File: src/rtl/alu_result_stage_if.sv
`default_nettype none
// ============================================================================
// Module      : alu_result_stage_if
// Description : Push/pop handshake bundle between the adder, the ALU result
//               stage and the register-file / writeback consumer.
// Revision    : 1.0 - initial release
// ============================================================================
interface alu_result_stage_if;

    // Upstream (adder side) push channel
    logic       in_valid;
    logic       in_ready;
    logic [7:0] in_op1;
    logic [7:0] in_op2;
    logic [3:0] in_select;
    logic [7:0] in_result;

    // Downstream (writeback side) pop channel
    logic       out_valid;
    logic       out_ready;
    logic [7:0] out_result;
    logic [4:0] out_flags;

    // Stage side: consumes the push channel, produces the pop channel
    modport slave (
        input  in_valid,
        output in_ready,
        input  in_op1,
        input  in_op2,
        input  in_select,
        input  in_result,
        output out_valid,
        input  out_ready,
        output out_result,
        output out_flags
    );

    // Environment side: produces pushes, consumes pops
    modport master (
        output in_valid,
        input  in_ready,
        output in_op1,
        output in_op2,
        output in_select,
        output in_result,
        input  out_valid,
        output out_ready,
        input  out_result,
        input  out_flags
    );

endinterface
`default_nettype wire

File: src/rtl/alu_result_stage.sv
`default_nettype none
// ============================================================================
// Module      : alu_result_stage
// Description : Registered output stage behind the add/sub/inc/dec adder.
//               Computes {E,V,C,N,Z} status flags from the captured operands,
//               select and result, queues result+flags in a DEPTH-entry FIFO
//               with valid/ready handshaking, and keeps a saturating count of
//               accepted signed-overflow results.
// Revision    : 1.0 - initial release
// ============================================================================
module alu_result_stage #(
    parameter int DEPTH     = 2,
    parameter int OVF_CNT_W = 8
) (
    input  logic                 clk,
    input  logic                 rst,
    alu_result_stage_if.slave    bus,
    output logic [OVF_CNT_W-1:0] ovf_count
);

    // ------------------------------------------------------------------------
    // Constants
    // ------------------------------------------------------------------------
    localparam int              c_AW   = (DEPTH > 1) ? $clog2(DEPTH) : 1;
    localparam int              c_CW   = c_AW + 1;
    localparam logic [c_CW-1:0] c_FULL = c_CW'(DEPTH);
    localparam logic [c_CW-1:0] c_ONE  = c_CW'(1);
    localparam logic [c_AW-1:0] c_PINC = c_AW'(1);

    localparam logic [3:0] c_SEL_NONE = 4'b0000;
    localparam logic [3:0] c_SEL_ADD  = 4'b0001;
    localparam logic [3:0] c_SEL_SUB  = 4'b0010;
    localparam logic [3:0] c_SEL_INC  = 4'b0100;
    localparam logic [3:0] c_SEL_DEC  = 4'b1000;

    localparam logic [OVF_CNT_W-1:0] c_OVF_MAX = '1;

    // ------------------------------------------------------------------------
    // Storage and state
    // ------------------------------------------------------------------------
    logic [7:0]           r_mem_result [DEPTH];
    logic [4:0]           r_mem_flags  [DEPTH];
    logic [c_AW-1:0]      r_wr_ptr;
    logic [c_AW-1:0]      r_rd_ptr;
    logic [c_CW-1:0]      r_count;
    logic                 r_in_ready;
    logic                 r_out_valid;
    logic [7:0]           r_out_result;
    logic [4:0]           r_out_flags;
    logic [OVF_CNT_W-1:0] r_ovf_count;

    // ------------------------------------------------------------------------
    // Combinational helpers
    // ------------------------------------------------------------------------
    logic [8:0]      w_sum;
    logic            w_z;
    logic            w_n;
    logic            w_c;
    logic            w_v;
    logic            w_e;
    logic [4:0]      w_flags;
    logic            w_push;
    logic            w_pop;
    logic [c_CW-1:0] w_count_next;
    logic [c_AW-1:0] w_wr_ptr_next;
    logic [c_AW-1:0] w_rd_ptr_next;
    logic [7:0]      w_head_result;
    logic [4:0]      w_head_flags;

    // 9-bit sum of the operands; bit 8 is the unsigned carry out for add
    assign w_sum = {1'b0, bus.in_op1} + {1'b0, bus.in_op2};

    // Status flag derivation from the values presented by the adder
    always_comb begin
        w_z = (bus.in_result == 8'h00);
        w_n = bus.in_result[7];
        w_c = 1'b0;
        w_v = 1'b0;
        w_e = 1'b0;
        case (bus.in_select)
            c_SEL_ADD: begin
                w_c = w_sum[8];
                w_v = (bus.in_op1[7] == bus.in_op2[7]) &&
                      (bus.in_result[7] != bus.in_op1[7]);
            end
            c_SEL_SUB: begin
                // Carry is "no borrow" for subtraction
                w_c = (bus.in_op1 >= bus.in_op2);
                w_v = (bus.in_op1[7] != bus.in_op2[7]) &&
                      (bus.in_result[7] != bus.in_op1[7]);
            end
            c_SEL_INC: begin
                w_c = (bus.in_op1 == 8'hFF);
                w_v = (bus.in_op1 == 8'h7F);
            end
            c_SEL_DEC: begin
                w_c = (bus.in_op1 != 8'h00);
                w_v = (bus.in_op1 == 8'h80);
            end
            c_SEL_NONE: begin
                // Adder disabled: only Z/N from the forced result
            end
            default: begin
                // More than one select bit set: flag it, suppress C/V
                w_e = 1'b1;
            end
        endcase
        w_flags = {w_e, w_v, w_c, w_n, w_z};
    end

    // Handshake qualifiers; ready/valid are registered so a push never
    // lands on a full FIFO and a pop never comes from an empty one
    assign w_push = bus.in_valid && r_in_ready;
    assign w_pop  = r_out_valid && bus.out_ready;

    // Next occupancy and pointer values
    always_comb begin
        w_count_next = r_count;
        case ({w_push, w_pop})
            2'b10:   w_count_next = r_count + c_ONE;
            2'b01:   w_count_next = r_count - c_ONE;
            default: w_count_next = r_count;
        endcase
        w_wr_ptr_next = w_push ? (r_wr_ptr + c_PINC) : r_wr_ptr;
        w_rd_ptr_next = w_pop  ? (r_rd_ptr + c_PINC) : r_rd_ptr;
    end

    // Select the entry that will be at the head after this cycle; when the
    // FIFO goes or stays empty the previous head value is retained
    always_comb begin
        w_head_result = r_out_result;
        w_head_flags  = r_out_flags;
        if (w_count_next != '0) begin
            if ((r_count == '0) || ((r_count == c_ONE) && w_pop)) begin
                // The only remaining entry is the one being pushed now
                w_head_result = bus.in_result;
                w_head_flags  = w_flags;
            end else begin
                w_head_result = r_mem_result[w_rd_ptr_next];
                w_head_flags  = r_mem_flags[w_rd_ptr_next];
            end
        end
    end

    // ------------------------------------------------------------------------
    // Sequential logic
    // ------------------------------------------------------------------------

    // FIFO storage write; contents need no reset since occupancy guards reads
    always_ff @(posedge clk) begin
        if (w_push) begin
            r_mem_result[r_wr_ptr] <= bus.in_result;
            r_mem_flags[r_wr_ptr]  <= w_flags;
        end
    end

    // Pointers, occupancy and registered handshake status
    always_ff @(posedge clk) begin
        if (rst) begin
            r_wr_ptr    <= '0;
            r_rd_ptr    <= '0;
            r_count     <= '0;
            r_in_ready  <= 1'b1;
            r_out_valid <= 1'b0;
        end else begin
            r_wr_ptr    <= w_wr_ptr_next;
            r_rd_ptr    <= w_rd_ptr_next;
            r_count     <= w_count_next;
            r_in_ready  <= (w_count_next != c_FULL);
            r_out_valid <= (w_count_next != '0);
        end
    end

    // Registered head entry presented to the consumer
    always_ff @(posedge clk) begin
        if (rst) begin
            r_out_result <= 8'h00;
            r_out_flags  <= 5'b0_0000;
        end else begin
            r_out_result <= w_head_result;
            r_out_flags  <= w_head_flags;
        end
    end

    // Saturating count of accepted entries carrying signed overflow
    always_ff @(posedge clk) begin
        if (rst) begin
            r_ovf_count <= '0;
        end else if (w_push && w_v && (r_ovf_count != c_OVF_MAX)) begin
            r_ovf_count <= r_ovf_count + 1'b1;
        end
    end

    // ------------------------------------------------------------------------
    // Outputs
    // ------------------------------------------------------------------------
    assign bus.in_ready   = r_in_ready;
    assign bus.out_valid  = r_out_valid;
    assign bus.out_result = r_out_result;
    assign bus.out_flags  = r_out_flags;
    assign ovf_count      = r_ovf_count;

endmodule
`default_nettype wire

File: src/flat_wrapper.sv
// flat-port wrapper written by rule: the top's interface ports become plain ports
module alu_result_stage_flat 
#(
    parameter int DEPTH     = 2,
    parameter int OVF_CNT_W = 8
)
  (clk, rst, ovf_count, bus_in_valid, bus_in_ready, bus_in_op1, bus_in_op2, bus_in_select, bus_in_result, bus_out_valid, bus_out_ready, bus_out_result, bus_out_flags);
  alu_result_stage_if bus_i ();
  input  logic clk;
  input  logic rst;
  output logic [OVF_CNT_W-1:0] ovf_count;
  input wire logic [$bits(bus_i.in_valid)-1:0] bus_in_valid;
  output wire logic [$bits(bus_i.in_ready)-1:0] bus_in_ready;
  input wire logic [$bits(bus_i.in_op1)-1:0] bus_in_op1;
  input wire logic [$bits(bus_i.in_op2)-1:0] bus_in_op2;
  input wire logic [$bits(bus_i.in_select)-1:0] bus_in_select;
  input wire logic [$bits(bus_i.in_result)-1:0] bus_in_result;
  output wire logic [$bits(bus_i.out_valid)-1:0] bus_out_valid;
  input wire logic [$bits(bus_i.out_ready)-1:0] bus_out_ready;
  output wire logic [$bits(bus_i.out_result)-1:0] bus_out_result;
  output wire logic [$bits(bus_i.out_flags)-1:0] bus_out_flags;
  assign bus_i.in_valid = bus_in_valid;
  assign bus_in_ready = bus_i.in_ready;
  assign bus_i.in_op1 = bus_in_op1;
  assign bus_i.in_op2 = bus_in_op2;
  assign bus_i.in_select = bus_in_select;
  assign bus_i.in_result = bus_in_result;
  assign bus_out_valid = bus_i.out_valid;
  assign bus_i.out_ready = bus_out_ready;
  assign bus_out_result = bus_i.out_result;
  assign bus_out_flags = bus_i.out_flags;
  alu_result_stage #(.DEPTH(DEPTH), .OVF_CNT_W(OVF_CNT_W)) u_core (.clk(clk), .rst(rst), .bus(bus_i), .ovf_count(ovf_count));
endmodule
File: config.mk
export PLATFORM = sky130hd
export DESIGN_NAME = alu_result_stage_flat
export DESIGN_NICKNAME = d
export VERILOG_FILES = /design/src/rtl/alu_result_stage_if.sv /design/src/rtl/alu_result_stage.sv /design/src/flat_wrapper.sv
export SDC_FILE = /design/constraint.sdc
export NUM_CORES = 1
export LEC_CHECK = 0
export BUFFER_PORTS_ARGS = -buffer_cell sky130_fd_sc_hd__buf_2
export CAP_MARGIN = 20
export CORE_MARGIN = 2
export CORE_UTILIZATION = 51
export CTS_BUF_LIST = sky130_fd_sc_hd__clkbuf_4
export CTS_CLUSTER_DIAMETER = 30
export DETAILED_ROUTE_END_ITERATION = 8
export GPL_TIMING_DRIVEN = 0
export PLACE_DENSITY = 0.8
export SYNTH_ARGS = -nofsm -noshare
export SYNTH_HDL_FRONTEND = slang
export SYNTH_SLANG_ARGS = --single-unit
File: constraint.sdc
create_clock -name clk -period 2.1 [get_ports clk]
set_input_delay 0.42 -clock clk [delete_from_list [all_inputs] [get_ports clk]]
set_output_delay 0.42 -clock clk [all_outputs]
set_load 0.05 [all_outputs]
==> results.tsv <==
metric	value	unit
result of the run	finished, final reports clean	
terminus of the critical flop-to-flop path	u_core.bus.out_result[3]	
share of final-layout standard cells stronger than drive strength 1	0.2577	
most used routing layer	met2	
weighted congestion reported at the end of routability-driven placement	0.8435	
worst hold start	bus_in_result[4]	
number of max-cap violations	0	
utilization after layout	0.6124	
top-level port count	55	
Yosys cell types	51	
type of the setup path with the least slack	primary input to register	
met2 capacity usage during global routing	0.3440	
Std-Cell Core Area	0.005042	mm²
Highest Clock Rate	0.4826	GHz
number of enable flip-flop cells after synthesis	24	
Async SR Flop Fraction	0	
post-CTS clock slew at the launch and capture registers of the worst setup and hold paths	0.14	ns
top post-synthesis cells by count	44 x nor2_1, 26 x dfxtp_1, 24 x edfxtp_1	
flop and latch count out of synthesis	50	
initial core utilization	0.5203	
worst-path maximum fanout	11	
Crit path required time	2.35	ns
Avg Inst Size Synth	10.05	µm²
floorplan die width	75.73	µm
ranking of synthesized cells by area	edfxtp_1 27%, dfxtp_1 20%, ha_1 10%, nor2_1 6.3%, mux2i_1 5.3%	
Detailed Place HPWL	3980	µm
total overflow reported by the global router	0	
y dimension of the die	75.73	µm
area overhead of the layout relative to synthesis	17.69	%
total count of max-transition violations in the final report	0	
clk sinks	50	
post-synth top area cell	edfxtp_1	
vias in the first global route	1943	
source-to-sink clock delay at the later pin of the worst-skew pair	0.36	ns
number of hold-slack violations in the final timing report	0	
leading cell type by number of instances after synthesis	nor2_1	
detailed-router iteration count before antenna repair	4	
Worst R2R Path Depth	10	
CTS Root Cell	clkbuf_4	
origin of the worst setup path	bus_in_select[1]	
Avg Vias per Cell	5.384	
cell area after layout	0.003088	mm²
DIE AREA	0.005734	mm²
netlist area before placement	0.002624	mm²
Worst Clk Skew	0.02313	ns
DRC violation count after routing	0	
power density over cell area	720.2	mW/mm²
arrival time at the worst endpoint	2.32	ns
critical path launch point type	primary input	
number of nets with antenna violations after detailed routing	0	
number of antenna violations at the first check in global routing	0	
H-Tree Level Count	2	
Slew Limit Headroom	0.6010	
unrepaired setup endpoints after global routing	false	
area after detailed placement	0.002989	mm²
share of the synthesized area in the top cell type	0.2747	
Diodes inserted	0	
number of setup violations in the final report	0	
sequential element share of the synthesized area	0.4731	
net count of the finished layout	378	
TritonCTS clock tree	built	
endpoint class of the critical path	register	
CTS max path bufs	2	
combined global-route utilization of all metal layers	0.1903	
IR drop worst, VDD	341.0	µV
global-route wire length before repair	8224	µm
total via count in the routed design	2132	
count of mapped cells out of synthesis	261	
maximum number of pins on one net before global-route repair	16	
GR Layer Usage met1	0.2177	
count of port buffers added during placement	53	
post-DR wirelength/cell	13.44	µm
worst hold path endpoint	u_core.r_mem_result[0][4]	
worst min path class	primary input to register	
net count after synthesis	314	
final critical path time including I/O delays and setup	2.072	ns
reg-to-reg setup timing slack	0.16	ns
Worst Max-Slew Pin Slew	0.5984	ns
post-route clock period utilization	0.9868	
Rows	26	
met3 routing resource usage after global routing	0.03836	
number of warning messages in the yosys log	0	
reg-to-reg startpoint	u_core.r_count[0]	
LEAKAGE	1.398	nW
Min-Delay Path Depth	1	
most used flip-flop cell after synthesis	dfxtp_1	
cts bufs inserted	5	
aggregate negative setup slack	0	ns
total power	2.224	mW
DRT iter0 DRCs	177	
aggregate routed wire length	5322	µm
worst hold slack	0.2758	ns
## cells by family after synthesis
logic type,after synthesis,share of synthesized area
AOI/OAI and AO/OA,46,0.1216
xor gates and xnor gates,9,0.03004
adders and majority gates,22,0.1040
buffers and inverters,29,0.04340
DFF,50,0.4731
muxes,14,0.05341
and+or+nand+nor,91,0.1746
## metal layers
layer | routed length (µm) | part of all wire
met5 | 0 | 0
met4 | 70 | 0.013
met3 | 270 | 0.051
met2 | 2693 | 0.51
met1 | 2288 | 0.43
## critical path, stage by stage
cell,delay [ns]
buf_2,0.14
or4b_4,0.55
or4_4,0.56
o211ai_4,0.18
and2_4,0.22
mux2i_1,0.19
nor2_1,0.05
## worst max-delay path by stage
stage               cells after the start                  endpoint  slack (ns)
finish                                  7       u_core.ovf_count[1]        0.03
global route                            9  u_core.r_mem_flags[1][2]        0.01
CTS                                     7       u_core.ovf_count[1]        0.04
detailed placement                     11   u_core.bus.out_flags[4]       -0.48
global placement                       11   u_core.bus.out_flags[4]       -0.44
floorplan                               6       u_core.ovf_count[1]       -0.09
## through the flow
stage	setup WS, ns	cells
finish	0.02773	396
global route	0.01355	396
CTS	0.04428	395
detailed placement	-0.4826	384
global placement	-0.4393	384
floorplan	-0.08949	261
## power by group
part | leakage (nW) | switching, mW | internal (mW)
combinational | 0.931 | 0.443 | 0.230
sequential | 0.437 | 0.0344 | 1.11
clock | 0.0303 | 0.282 | 0.126
## placed cells by master (no fill, tap or decap), types with 2 or more instances in the layout
master,instances
mux2i_1,14
dfxtp_1,23
a211oi_1,10
clkbuf_4,6
nand2_1,10
nand4_1,3
clkinv_1,2
ha_1,21
buf_4,6
nor3_1,6
edfxtp_1,24
o31ai_1,2
nand3_1,6
nor2_1,44
clkbuf_1,3
xnor2_1,2
and3_1,3
nor4b_1,2
clkbuf_2,2
buf_2,54
or4_1,4
xor2_1,7
inv_1,19
dfxtp_2,3
a21oi_1,19
## registers in the layout (all words and copies together), names as in the netlist, 2 cells and up
name,cells
u_core.bus.out_flags,5
u_core.bus.out_result,7
u_core.ovf_count,8
u_core.r_count,2
u_core.r_mem_flags,10
u_core.r_mem_result,14
## cell type report
cell class	count	area, µm²
fillers	424	1954
clock inverters	3	16.27
well taps	70	87.58
inverters	20	75.07
flip-flops and latches	50	1245
multi-input cells	182	1282
repair buffers	57	295.3
clock buffers	5	37.54
plain buffers	9	48.80
## repair_timing
action                                  CTS  global route
gates resized for setup                   3            10
setup buffers                             3             0
gates cloned                              0             0
endpoints found under the setup margin   13            15
hold buffers                              0             0
pin swaps                                 1             0
Note: power is estimated with default switching activity, not from simulation.
